$ cat config.mk
export PLATFORM = sky130hd
export DESIGN_NAME = median_wr_arbiter_flat
export DESIGN_NICKNAME = d
export VERILOG_FILES = /design/src/rtl/median_wr_arbiter_pkg.sv /design/src/rtl/median_wr_arbiter_if.sv /design/src/rtl/median_wr_arbiter_rr_arb2.sv /design/src/rtl/median_wr_arbiter.sv /design/src/flat_wrapper.sv
export SDC_FILE = /design/constraint.sdc
export NUM_CORES = 1
export LEC_CHECK = 0
export ABC_AREA = 1
export CORE_AREA = 2 2 65 67
export DETAILED_ROUTE_END_ITERATION = 10
export DIE_AREA = 0 0 67 69
export PLACE_DENSITY = 0.78
export SYNTH_ARGS = -nofsm -noshare
export SYNTH_HDL_FRONTEND = slang
export SYNTH_SLANG_ARGS = --single-unit
$ cat constraint.sdc
create_clock -name clk_i -period 1.9 [get_ports clk_i]
set_input_delay 0.38 -clock clk_i [delete_from_list [all_inputs] [get_ports clk_i]]
set_output_delay 0.38 -clock clk_i [all_outputs]
set_load 0.05 [all_outputs]
$ cat src/rtl/median_wr_arbiter_pkg.sv
// Shared types and defaults for the median result-memory write arbiter.
// No logic of its own.
// No flow control of its own.
package median_arb_pkg;

    localparam int NCH                = 2;
    localparam int DW_DEFAULT         = 16;
    localparam int DEPTH_LOG2_DEFAULT = 3;

    typedef enum logic [1:0] {
        IDLE  = 2'd0,
        GRANT = 2'd1,
        WRITE = 2'd2
    } state_t;

endpackage

$ cat src/rtl/median_wr_arbiter_if.sv
// Writer/reader-facing bundle of the median write arbiter.
// Pure wiring, no latency.
// req is a level held until ack; rd_done is a one-cycle release pulse.
interface median_wr_arbiter_if
    import median_arb_pkg::*;
#(
    parameter int DW         = DW_DEFAULT,
    parameter int DEPTH_LOG2 = DEPTH_LOG2_DEFAULT
) ();

    logic [NCH-1:0]         req_i;
    logic [NCH-1:0][DW-1:0] data_i;
    logic [NCH-1:0]         ack_o;
    logic                   wr_en_o;
    logic [DEPTH_LOG2:0]    wr_addr_o;
    logic [DW-1:0]          wr_data_o;
    logic [NCH-1:0]         frame_rdy_o;
    logic [NCH-1:0]         rd_done_i;
    logic                   busy_o;

    // Writer FSMs, reader and test drivers sit on this side.
    modport master (
        output req_i, data_i, rd_done_i,
        input  ack_o, wr_en_o, wr_addr_o, wr_data_o, frame_rdy_o, busy_o
    );

    // The arbiter itself.
    modport slave (
        input  req_i, data_i, rd_done_i,
        output ack_o, wr_en_o, wr_addr_o, wr_data_o, frame_rdy_o, busy_o
    );

endinterface

$ cat src/rtl/median_wr_arbiter_rr_arb2.sv
// Two-way winner picker; a tie goes to the channel not served last (MEDIAN_ARB_FIXED_PRIO_EN: channel 0).
// Combinational pick; pointer updates one cycle after upd_i.
// No backpressure; the caller samples the pick only when it can accept it.
module rr_arb2 (
`ifndef MEDIAN_ARB_FIXED_PRIO_EN
    input  logic       clk_i,
    input  logic       rstn_i,
    input  logic       upd_i,
    input  logic       upd_idx_i,
`endif
    input  logic [1:0] elig_i,
    output logic       gnt_vld_o,
    output logic       gnt_idx_o
);

`ifndef MEDIAN_ARB_FIXED_PRIO_EN
    logic last_q;

    // Remember who completed the most recent write; reset favours channel 0 next.
    always_ff @(posedge clk_i or negedge rstn_i) begin
        if (!rstn_i) begin
            last_q <= 1'b1;
        end else if (upd_i) begin
            last_q <= upd_idx_i;
        end
    end

    // Single requester wins outright; on a tie the other channel than last_q wins.
    always_comb begin
        gnt_vld_o = |elig_i;
        gnt_idx_o = elig_i[1];
        if (elig_i == 2'b11) begin
            gnt_idx_o = ~last_q;
        end
    end
`else
    // Plain priority encoder: channel 0 always wins a tie.
    always_comb begin
        gnt_vld_o = |elig_i;
        gnt_idx_o = ~elig_i[0] & elig_i[1];
    end
`endif

endmodule

$ cat src/rtl/median_wr_arbiter.sv
// Shares one result-RAM write port between two median writers; flags full regions (MEDIAN_ARB_FIXED_PRIO_EN selects fixed priority).
// Write strobe and ack two cycles after req is sampled in IDLE; one write per three cycles.
// A channel with frame_rdy set is ineligible until rd_done; the other channel keeps being served.
module median_wr_arbiter
    import median_arb_pkg::*;
#(
    parameter int DW         = DW_DEFAULT,
    parameter int DEPTH_LOG2 = DEPTH_LOG2_DEFAULT
) (
    input  logic               clk_i,
    input  logic               rstn_i,
    median_wr_arbiter_if.slave bus
);

    state_t                         state_q, state_d;
    logic                           winner_q, winner_d;
    logic [DEPTH_LOG2:0]            addr_q, addr_d;
    logic [DW-1:0]                  data_q, data_d;
    logic [NCH-1:0][DEPTH_LOG2-1:0] cnt_q, cnt_d;
    logic [NCH-1:0]                 frame_rdy_q, frame_rdy_d;
    logic [NCH-1:0]                 elig;
    logic                           gnt_vld;
    logic                           gnt_idx;
    logic                           wr_fire;

    assign elig    = bus.req_i & ~frame_rdy_q;
    assign wr_fire = (state_q == WRITE);

    rr_arb2 u_arb (
`ifndef MEDIAN_ARB_FIXED_PRIO_EN
        .clk_i     (clk_i),
        .rstn_i    (rstn_i),
        .upd_i     (wr_fire),
        .upd_idx_i (winner_q),
`endif
        .elig_i    (elig),
        .gnt_vld_o (gnt_vld),
        .gnt_idx_o (gnt_idx)
    );

    // Sequencer: pick and latch in IDLE, present address in GRANT, strobe in WRITE.
    always_comb begin
        state_d  = state_q;
        winner_d = winner_q;
        addr_d   = addr_q;
        data_d   = data_q;
        case (state_q)
            IDLE: begin
                if (gnt_vld) begin
                    winner_d = gnt_idx;
                    data_d   = bus.data_i[gnt_idx];
                    addr_d   = {gnt_idx, cnt_q[gnt_idx]};
                    state_d  = GRANT;
                end
            end
            GRANT:   state_d = WRITE;
            WRITE:   state_d = IDLE;
            default: state_d = IDLE;
        endcase
    end

    // Word counters and full flags; a set on the final write beats a same-cycle release.
    always_comb begin
        cnt_d       = cnt_q;
        frame_rdy_d = frame_rdy_q & ~bus.rd_done_i;
        if (wr_fire) begin
            cnt_d[winner_q] = cnt_q[winner_q] + DEPTH_LOG2'(1);
            if (&cnt_q[winner_q]) begin
                frame_rdy_d[winner_q] = 1'b1;
            end
        end
    end

    // State registers; reset discards any in-flight write and partial frames.
    always_ff @(posedge clk_i or negedge rstn_i) begin
        if (!rstn_i) begin
            state_q     <= IDLE;
            winner_q    <= 1'b0;
            addr_q      <= '0;
            data_q      <= '0;
            cnt_q       <= '0;
            frame_rdy_q <= '0;
        end else begin
            state_q     <= state_d;
            winner_q    <= winner_d;
            addr_q      <= addr_d;
            data_q      <= data_d;
            cnt_q       <= cnt_d;
            frame_rdy_q <= frame_rdy_d;
        end
    end

    assign bus.wr_en_o     = wr_fire;
    assign bus.ack_o[0]    = wr_fire & ~winner_q;
    assign bus.ack_o[1]    = wr_fire & winner_q;
    assign bus.wr_addr_o   = addr_q;
    assign bus.wr_data_o   = data_q;
    assign bus.frame_rdy_o = frame_rdy_q;
    assign bus.busy_o      = (state_q != IDLE);

    a_ack_onehot:  assert property (@(posedge clk_i) disable iff (!rstn_i) $onehot0(bus.ack_o));
    a_wr_en_ack:   assert property (@(posedge clk_i) disable iff (!rstn_i) bus.wr_en_o == (|bus.ack_o));
    a_ack_not_rdy: assert property (@(posedge clk_i) disable iff (!rstn_i) (bus.ack_o & frame_rdy_q) == '0);
    a_req_held:    assert property (@(posedge clk_i) disable iff (!rstn_i)
                                    (state_q == GRANT) |-> bus.req_i[winner_q]);

endmodule

$ cat src/flat_wrapper.sv
// flat-port wrapper written by rule: the top's interface ports become plain ports
module median_wr_arbiter_flat import median_arb_pkg::*;
#(
    parameter int DW         = DW_DEFAULT,
    parameter int DEPTH_LOG2 = DEPTH_LOG2_DEFAULT
)
  (clk_i, rstn_i, bus_req_i, bus_data_i, bus_rd_done_i, bus_ack_o, bus_wr_en_o, bus_wr_addr_o, bus_wr_data_o, bus_frame_rdy_o, bus_busy_o);
  median_wr_arbiter_if #(.DW(DW), .DEPTH_LOG2(DEPTH_LOG2)) bus_i ();
  input  logic clk_i;
  input  logic rstn_i;
  input wire logic [$bits(bus_i.req_i)-1:0] bus_req_i;
  input wire logic [$bits(bus_i.data_i)-1:0] bus_data_i;
  input wire logic [$bits(bus_i.rd_done_i)-1:0] bus_rd_done_i;
  output wire logic [$bits(bus_i.ack_o)-1:0] bus_ack_o;
  output wire logic [$bits(bus_i.wr_en_o)-1:0] bus_wr_en_o;
  output wire logic [$bits(bus_i.wr_addr_o)-1:0] bus_wr_addr_o;
  output wire logic [$bits(bus_i.wr_data_o)-1:0] bus_wr_data_o;
  output wire logic [$bits(bus_i.frame_rdy_o)-1:0] bus_frame_rdy_o;
  output wire logic [$bits(bus_i.busy_o)-1:0] bus_busy_o;
  assign bus_i.req_i = bus_req_i;
  assign bus_i.data_i = bus_data_i;
  assign bus_i.rd_done_i = bus_rd_done_i;
  assign bus_ack_o = bus_i.ack_o;
  assign bus_wr_en_o = bus_i.wr_en_o;
  assign bus_wr_addr_o = bus_i.wr_addr_o;
  assign bus_wr_data_o = bus_i.wr_data_o;
  assign bus_frame_rdy_o = bus_i.frame_rdy_o;
  assign bus_busy_o = bus_i.busy_o;
  median_wr_arbiter #(.DW(DW), .DEPTH_LOG2(DEPTH_LOG2)) u_core (.clk_i(clk_i), .rstn_i(rstn_i), .bus(bus_i));
endmodule
==> After elaboration in Yosys (flattened, before gate mapping) <==
Index checks and enable logic that the tools add are counted.
{ "totals": {"regBits": 32, "input_bits": 38, "word_cells": 47, "out_inout_bits": 26} }
{ "classes": {"n_eq_ne": 4, "muxes": 16, "bitwise_logic": 9, "reduce_logical": 6, "n_lt_le_gt_ge": 3, "n_addsub": 1} }
{ "ops": {"columns": ["cell", "count"], "rows": [
  ["two-way mux 16 bit", 2],
  ["two-way mux 3 bit", 5],
  ["bitwise mux 6 bit", 1],
  ["two-way mux 2 bit", 3],
  ["AND 2 bit", 2],
  ["== test 2 bit, second input constant", 2],
  ["less-than comparator 1 x 2 -> 1 bit, second input constant", 2],
  ["inverter 2 bit", 2],
  ["case mux 2 bit (2 select lines)", 1],
  ["adder 3 x 1 -> 3 bit, second input constant", 1],
  ["demux 3 bit (select 1 bit)", 1],
  ["AND reduction 3 bit", 1],
  ["AND 1 bit", 2],
  ["== test 2 x 1 -> 1 bit, second input constant", 1],
  ["zero test 2 bit", 1],
  ["two-way mux 1 bit", 2],
  ["!= test 2 x 1 -> 1 bit, second input constant", 1],
  ["inverter 1 bit", 2],
  ["bitwise OR 2 bit", 1],
  ["AND reduction 2 bit", 1],
  ["nonzero test 2 bit", 1],
  ["OR reduction 2 bit", 1],
  ["demux 1 bit (select 1 bit)", 1],
  [">= comparator 1 bit, second input constant", 1],
  ["logical AND 1 bit", 1]
]} }

==> Depth between registers and ports, before layout <==
{ "depth": {"word_depth": 7, "ltp_mapped": 7, "ltp_nobuf": 6} }

==> Modules after synthesis <==
From an unflattened synthesis, not the netlist that was laid out.
{ "unflattened": {"hier_cells": 222, "area_unflattened_um2": 1571.5} }
{ "by_module_without_submodules": {"columns": ["mod", "cells_per_inst", "area_per_inst_um2", "n_inst", "seq_area_each_um2"], "rows": [
  ["median_wr_arbiter", 214, 1515.2, 1, 750.7],
  ["rr_arb2", 8, 56.3, 1, 26.3]
]} }

==> Least setup slack after synthesis <==
No wires, ideal clock.
{ "synth_path": {"path_type": "reg-to-output", "from": "register u_core.state_q[0]", "to": "output bus_ack_o[0]", "t_arrival_ns": 1.516, "slack_ns": 0.004, "stages_incl_launch_ff": 4, "path_buffers": 0, "required_time_ns": 1.520, "path_cell_list": "dfrtp_1 -> nor2_2 -> nand2_1 -> inv_1"} }
{ "synth_via": {"elab_chain_cells": 2} }
{ "synth_lines": {"columns": ["element", "line", "source"], "rows": [
  ["start: declaration", "median_wr_arbiter.sv:15", "state_t state_q, state_d;"],
  ["start signal: assignment", "median_wr_arbiter.sv:84", "state_q <= state_d;"],
  ["== test 2 bit", "median_wr_arbiter.sv:27", "assign wr_fire = (state_q == WRITE);"],
  ["via bus_wr_en_o", "flat_wrapper.sv:15", "output wire logic [$bits(bus_i.wr_en_o)-1:0] bus_wr_en_o;"],
  ["AND 1 bit", "median_wr_arbiter.sv:94", "assign bus.ack_o[0] = wr_fire & ~winner_q;"],
  ["end: declaration", "flat_wrapper.sv:14", "output wire logic [$bits(bus_i.ack_o)-1:0] bus_ack_o;"]
]} }
The timed path passes the listed nets, and every way through them passes these cells.

==> Worst setup path in the final report <==
{ "layout_path": {"from": "register u_core.data_q[11] (netlist: u_core.bus.wr_data_o[11])", "to": "output bus_wr_data_o[11]"} }
{ "layout_rtl": {"columns": ["element", "line", "source"], "rows": [
  ["start: declaration", "median_wr_arbiter.sv:18", "logic [DW-1:0] data_q, data_d;"],
  ["start signal: assignment", "median_wr_arbiter.sv:87", "data_q <= data_d;"],
  ["end: declaration", "flat_wrapper.sv:17", "output wire logic [$bits(bus_i.wr_data_o)-1:0] bus_wr_data_o;"]
]} }
No word-level cell between the ends.

==> results.py <==
metrics = {
    "synth": {
        "netlist_instances": 226,
        "synth_fp_nets": 266,
        "yosysSeqAreaShare_pct": 46.8,
        "mappedNetlistArea_sq_um": 1660,
        "ys.warnings.count": 0,
        "synthTopCellsByArea": "dfrtp_1 (45%), nand2_1 (17%), nand3_1 (12%), inv_1 (11%), buf_4 (2.7%)",
        "synth_top_cell_by_area": "dfrtp_1",
        "synth_top_area_share_pct": 45.2,
        "syn-mean-instance-area_sq_um": 7.35,
        "ys_ff_latch": 31,
        "synthDistinctLibCells": 18,
    },
    "drt": {
        "ant_nets": 0,
        "wl_um": 4060,
        "drt-pass1-iter-count": 4,
        "wl_per_cell_um": 11.8,
        "vias": 1603,
        "via_per_inst": 4.66,
        "drc_errors": 0,
        "drt_iter0_drc": 90,
    },
    "pwr": {
        "peakVddDrop_v": 0.000823,
        "p_clk_share_pct": 13.7,
        "power_frac_seq_pct": 28.2,
        "switching_share_pct": 49.2,
        "internal_power_mw": 2.13,
        "p_sw_mw": 2.06,
        "combPwrFrac_pct": 58.1,
        "p_leak_nw": 1.31,
        "cellPowerDensity_nw_per_um2": 1720,
    },
    "clock_network": {
        "cts_repair_resize_count": 0,
        "clkSlewWorstSetupHoldPaths_ns": 0.07,
        "cts.path.max_buffers": 2,
        "clock_sinks": 31,
        "cts_tree": "yes",
        "clock_latency_ns": 0.28,
        "holdBufCountCts": 0,
        "cts-buffers-inserted": 5,
        "cts_setup_buffers": 0,
        "htree_num_levels": 2,
        "cts_root_buf": "clkbuf_8",
    },
    "worst_setup_path": {
        "setup.worst_path.end_class": "output port",
        "cpMaxStageDelayCell": "clkdlybuf4s50_1",
        "cp_num_buf_inv": 1,
        "cp_top_family": "buffers and inverters",
        "cp_max_fo": 2,
        "ff2ff_setup_slack_ns": 0.41,
        "critPathMaxStageDelay_ns": 0.81,
        "criticalPathCategory": "reg -> out",
        "arrival_ns": 1.46,
        "r2r.worst_path.cells": 5,
        "cp.required_ns": 1.52,
        "r2r_end": "u_core.cnt_q[5]$_DFFE_PN0P_",
        "crit_chain": "clkdlybuf4s50_1",
        "timing.rr.start": "u_core.bus.wr_addr_o[3]$_DFFE_PN0P_",
        "start_kind": "flop",
    },
    "finish": {
        "num_antenna_cells": 0,
        "final_cell_mix": "nand2_1 (74), clkdlybuf4s50_1 (54), inv_1 (48)",
        "syn_to_final_growth_pct": 46.3,
        "num-nets-final": 333,
        "final_common_cell": "nand2_1",
        "final_layout_size_suffix_gt1_share_pct": 10.9,
        "fin_cells": 344,
    },
    "outcome": {
        "status": "finished clean",
    },
    "worst_hold_path": {
        "worstHoldStart": "u_core.state_q[1]$_DFFE_PN0P_",
        "holdPathStages": 1,
        "hp-class": "reg -> reg",
        "holdPathEnd": "u_core.state_q[1]$_DFFE_PN0P_",
    },
    "timing": {
        "max_freq_mhz": 543,
        "rsz0062_at_grt": "no",
        "fin_crit_ns": 1.84,
        "skew_ns": 0.00622,
        "drv_slew": 0,
        "relSlewSlack_pct": 65.2,
        "tns_ns": 0,
        "finalCritPeriodShare_pct": 96.8,
        "setup_viol": 0,
        "hold_viol": 0,
        "worstMarginPinSlew_ns": 0.521,
        "holdWs_ns": 0.451,
    },
    "global_routing": {
        "gr-usage-all-layers_pct": 19.3,
        "grt_pass1_wl_um": 6930,
        "grt_pass1_vias": 1574,
        "grt_max_degree": 32,
        "overflow": 0,
        "grt_antenna_before_repair": 0,
    },
    "place": {
        "routabilityCongestion": 0.787,
        "placedCellCount": 336,
        "hpwl_um": 2910,
        "portBuffers": 63,
    },
    "job": {
        "cap_violations": 0,
    },
    "die": {
        "core_region_area_sq_um": 3910,
        "die_h_um": 69,
        "die_w_um": 67,
        "rows": 23,
        "pin_count": 64,
        "dieArea_sq_um": 4620,
        "start_util_pct": 42.5,
    },
}
[power by group through the flow]
stage          clock network, mW  registers (mW)  logic (mW)
2_1_floorplan                  0            1.84       0.993
3_3_place_gp                   0            1.18        2.39
3_5_place_dp                   0            1.18        2.43
4_1_cts                    0.589            1.18        2.45
5_1_grt                    0.620            1.22        2.64
6_report                   0.576            1.18        2.43
[layout make-up]
class | count | area [sq um]
Timing Repair Buffer | 72 | 701
Clock inverter | 1 | 7.51
Fill cell | 355 | 1480
Multi-Input combinational cell | 134 | 603
Sequential cell | 31 | 777
Tap cell | 50 | 62.6
Clock buffer | 7 | 96.3
Inverter | 49 | 184
[worst max-delay path by stage]
| stage | start | end | depth (start not counted) |
|---|---|---|---|
| 2_1_floorplan | u_core.state_q[0]$_DFFE_PN0P_ | bus_ack_o[0] | 3 |
| 4_1_cts | u_core.bus.wr_data_o[1]$_DFFE_PN0P_ | bus_wr_data_o[1] | 1 |
| 3_5_place_dp | bus_req_i[1] | u_core.bus.wr_addr_o[2]$_DFFE_PN0P_ | 7 |
| 6_report | u_core.bus.wr_data_o[11]$_DFFE_PN0P_ | bus_wr_data_o[11] | 1 |
| 5_1_grt | u_core.state_q[0]$_DFFE_PN0P_ | bus_ack_o[0] | 4 |
| 3_3_place_gp | bus_req_i[1] | u_core.bus.wr_addr_o[1]$_DFFE_PN0P_ | 7 |
[sequential cells by signal (all words and copies together) (netlist names)]
| signal | flops |
|---|---|
| u_core.cnt_q | 6 |
| u_core.u_arb.last_q | 1 |
| u_core.bus.wr_data_o | 16 |
| u_core.bus.wr_addr_o | 4 |
| u_core.bus.frame_rdy_o | 2 |
| u_core.state_q | 2 |
[routing by layer]
layer / share of wire (%) / wire, um / global-route usage, % / vias up
li1: - / - / - / 818
met1: 46 / 1850 / 24.8 / 722
met2: 45 / 1840 / 31.2 / 57
met3: 8.1 / 327 / 5.71 / 6
met4: 1.1 / 43 / 4.99 / 0
met5: 0 / 0 / 0 / -
[per-stage QoR]
stage / util, % / setup slack, ns / total power [mW] / area, sq um
2_1_floorplan: - / 0.00415 / 2.83 / 1660
3_3_place_gp: 59.5 / 0.301 / 3.57 / 2330
3_5_place_dp: 59.5 / 0.286 / 3.62 / 2330
4_1_cts: 62.1 / 0.0514 / 4.22 / 2430
5_1_grt: 62.1 / 0.00806 / 4.49 / 2430
6_report: 62.1 / 0.0600 / 4.19 / 2430
[cells in the mapped netlist]
cell     number
nand3_1      39
o21ai_1       3
inv_2         1
a21oi_2       1
buf_8         1
dfstp_2       1
o22ai_1       2
nor2_2        2
nor2_1        3
dfrtp_1      30
buf_6         2
nand2_1      74
buf_2         3
nand3_2       1
inv_1        48
buf_4         6
ha_1          2
o21ai_0       7
[worst register-to-register path, stage by stage (launching register included)]
cell     delay [ns]
dfrtp_1        0.52
o21ai_1        0.19
ha_1           0.24
ha_1           0.28
inv_1          0.06
o21ai_0        0.08
[cells by family (layout without fill, tap and decap cells)]
logic type,count (synthesis),after routing,synth area share [%]
flops,31,31,46.8
fa+ha+maj,2,2,1.51
buf+inv,61,129,16.9
simple gates,119,119,30.5
compound gates,13,13,4.29
Power figures use the tool's default switching activity.
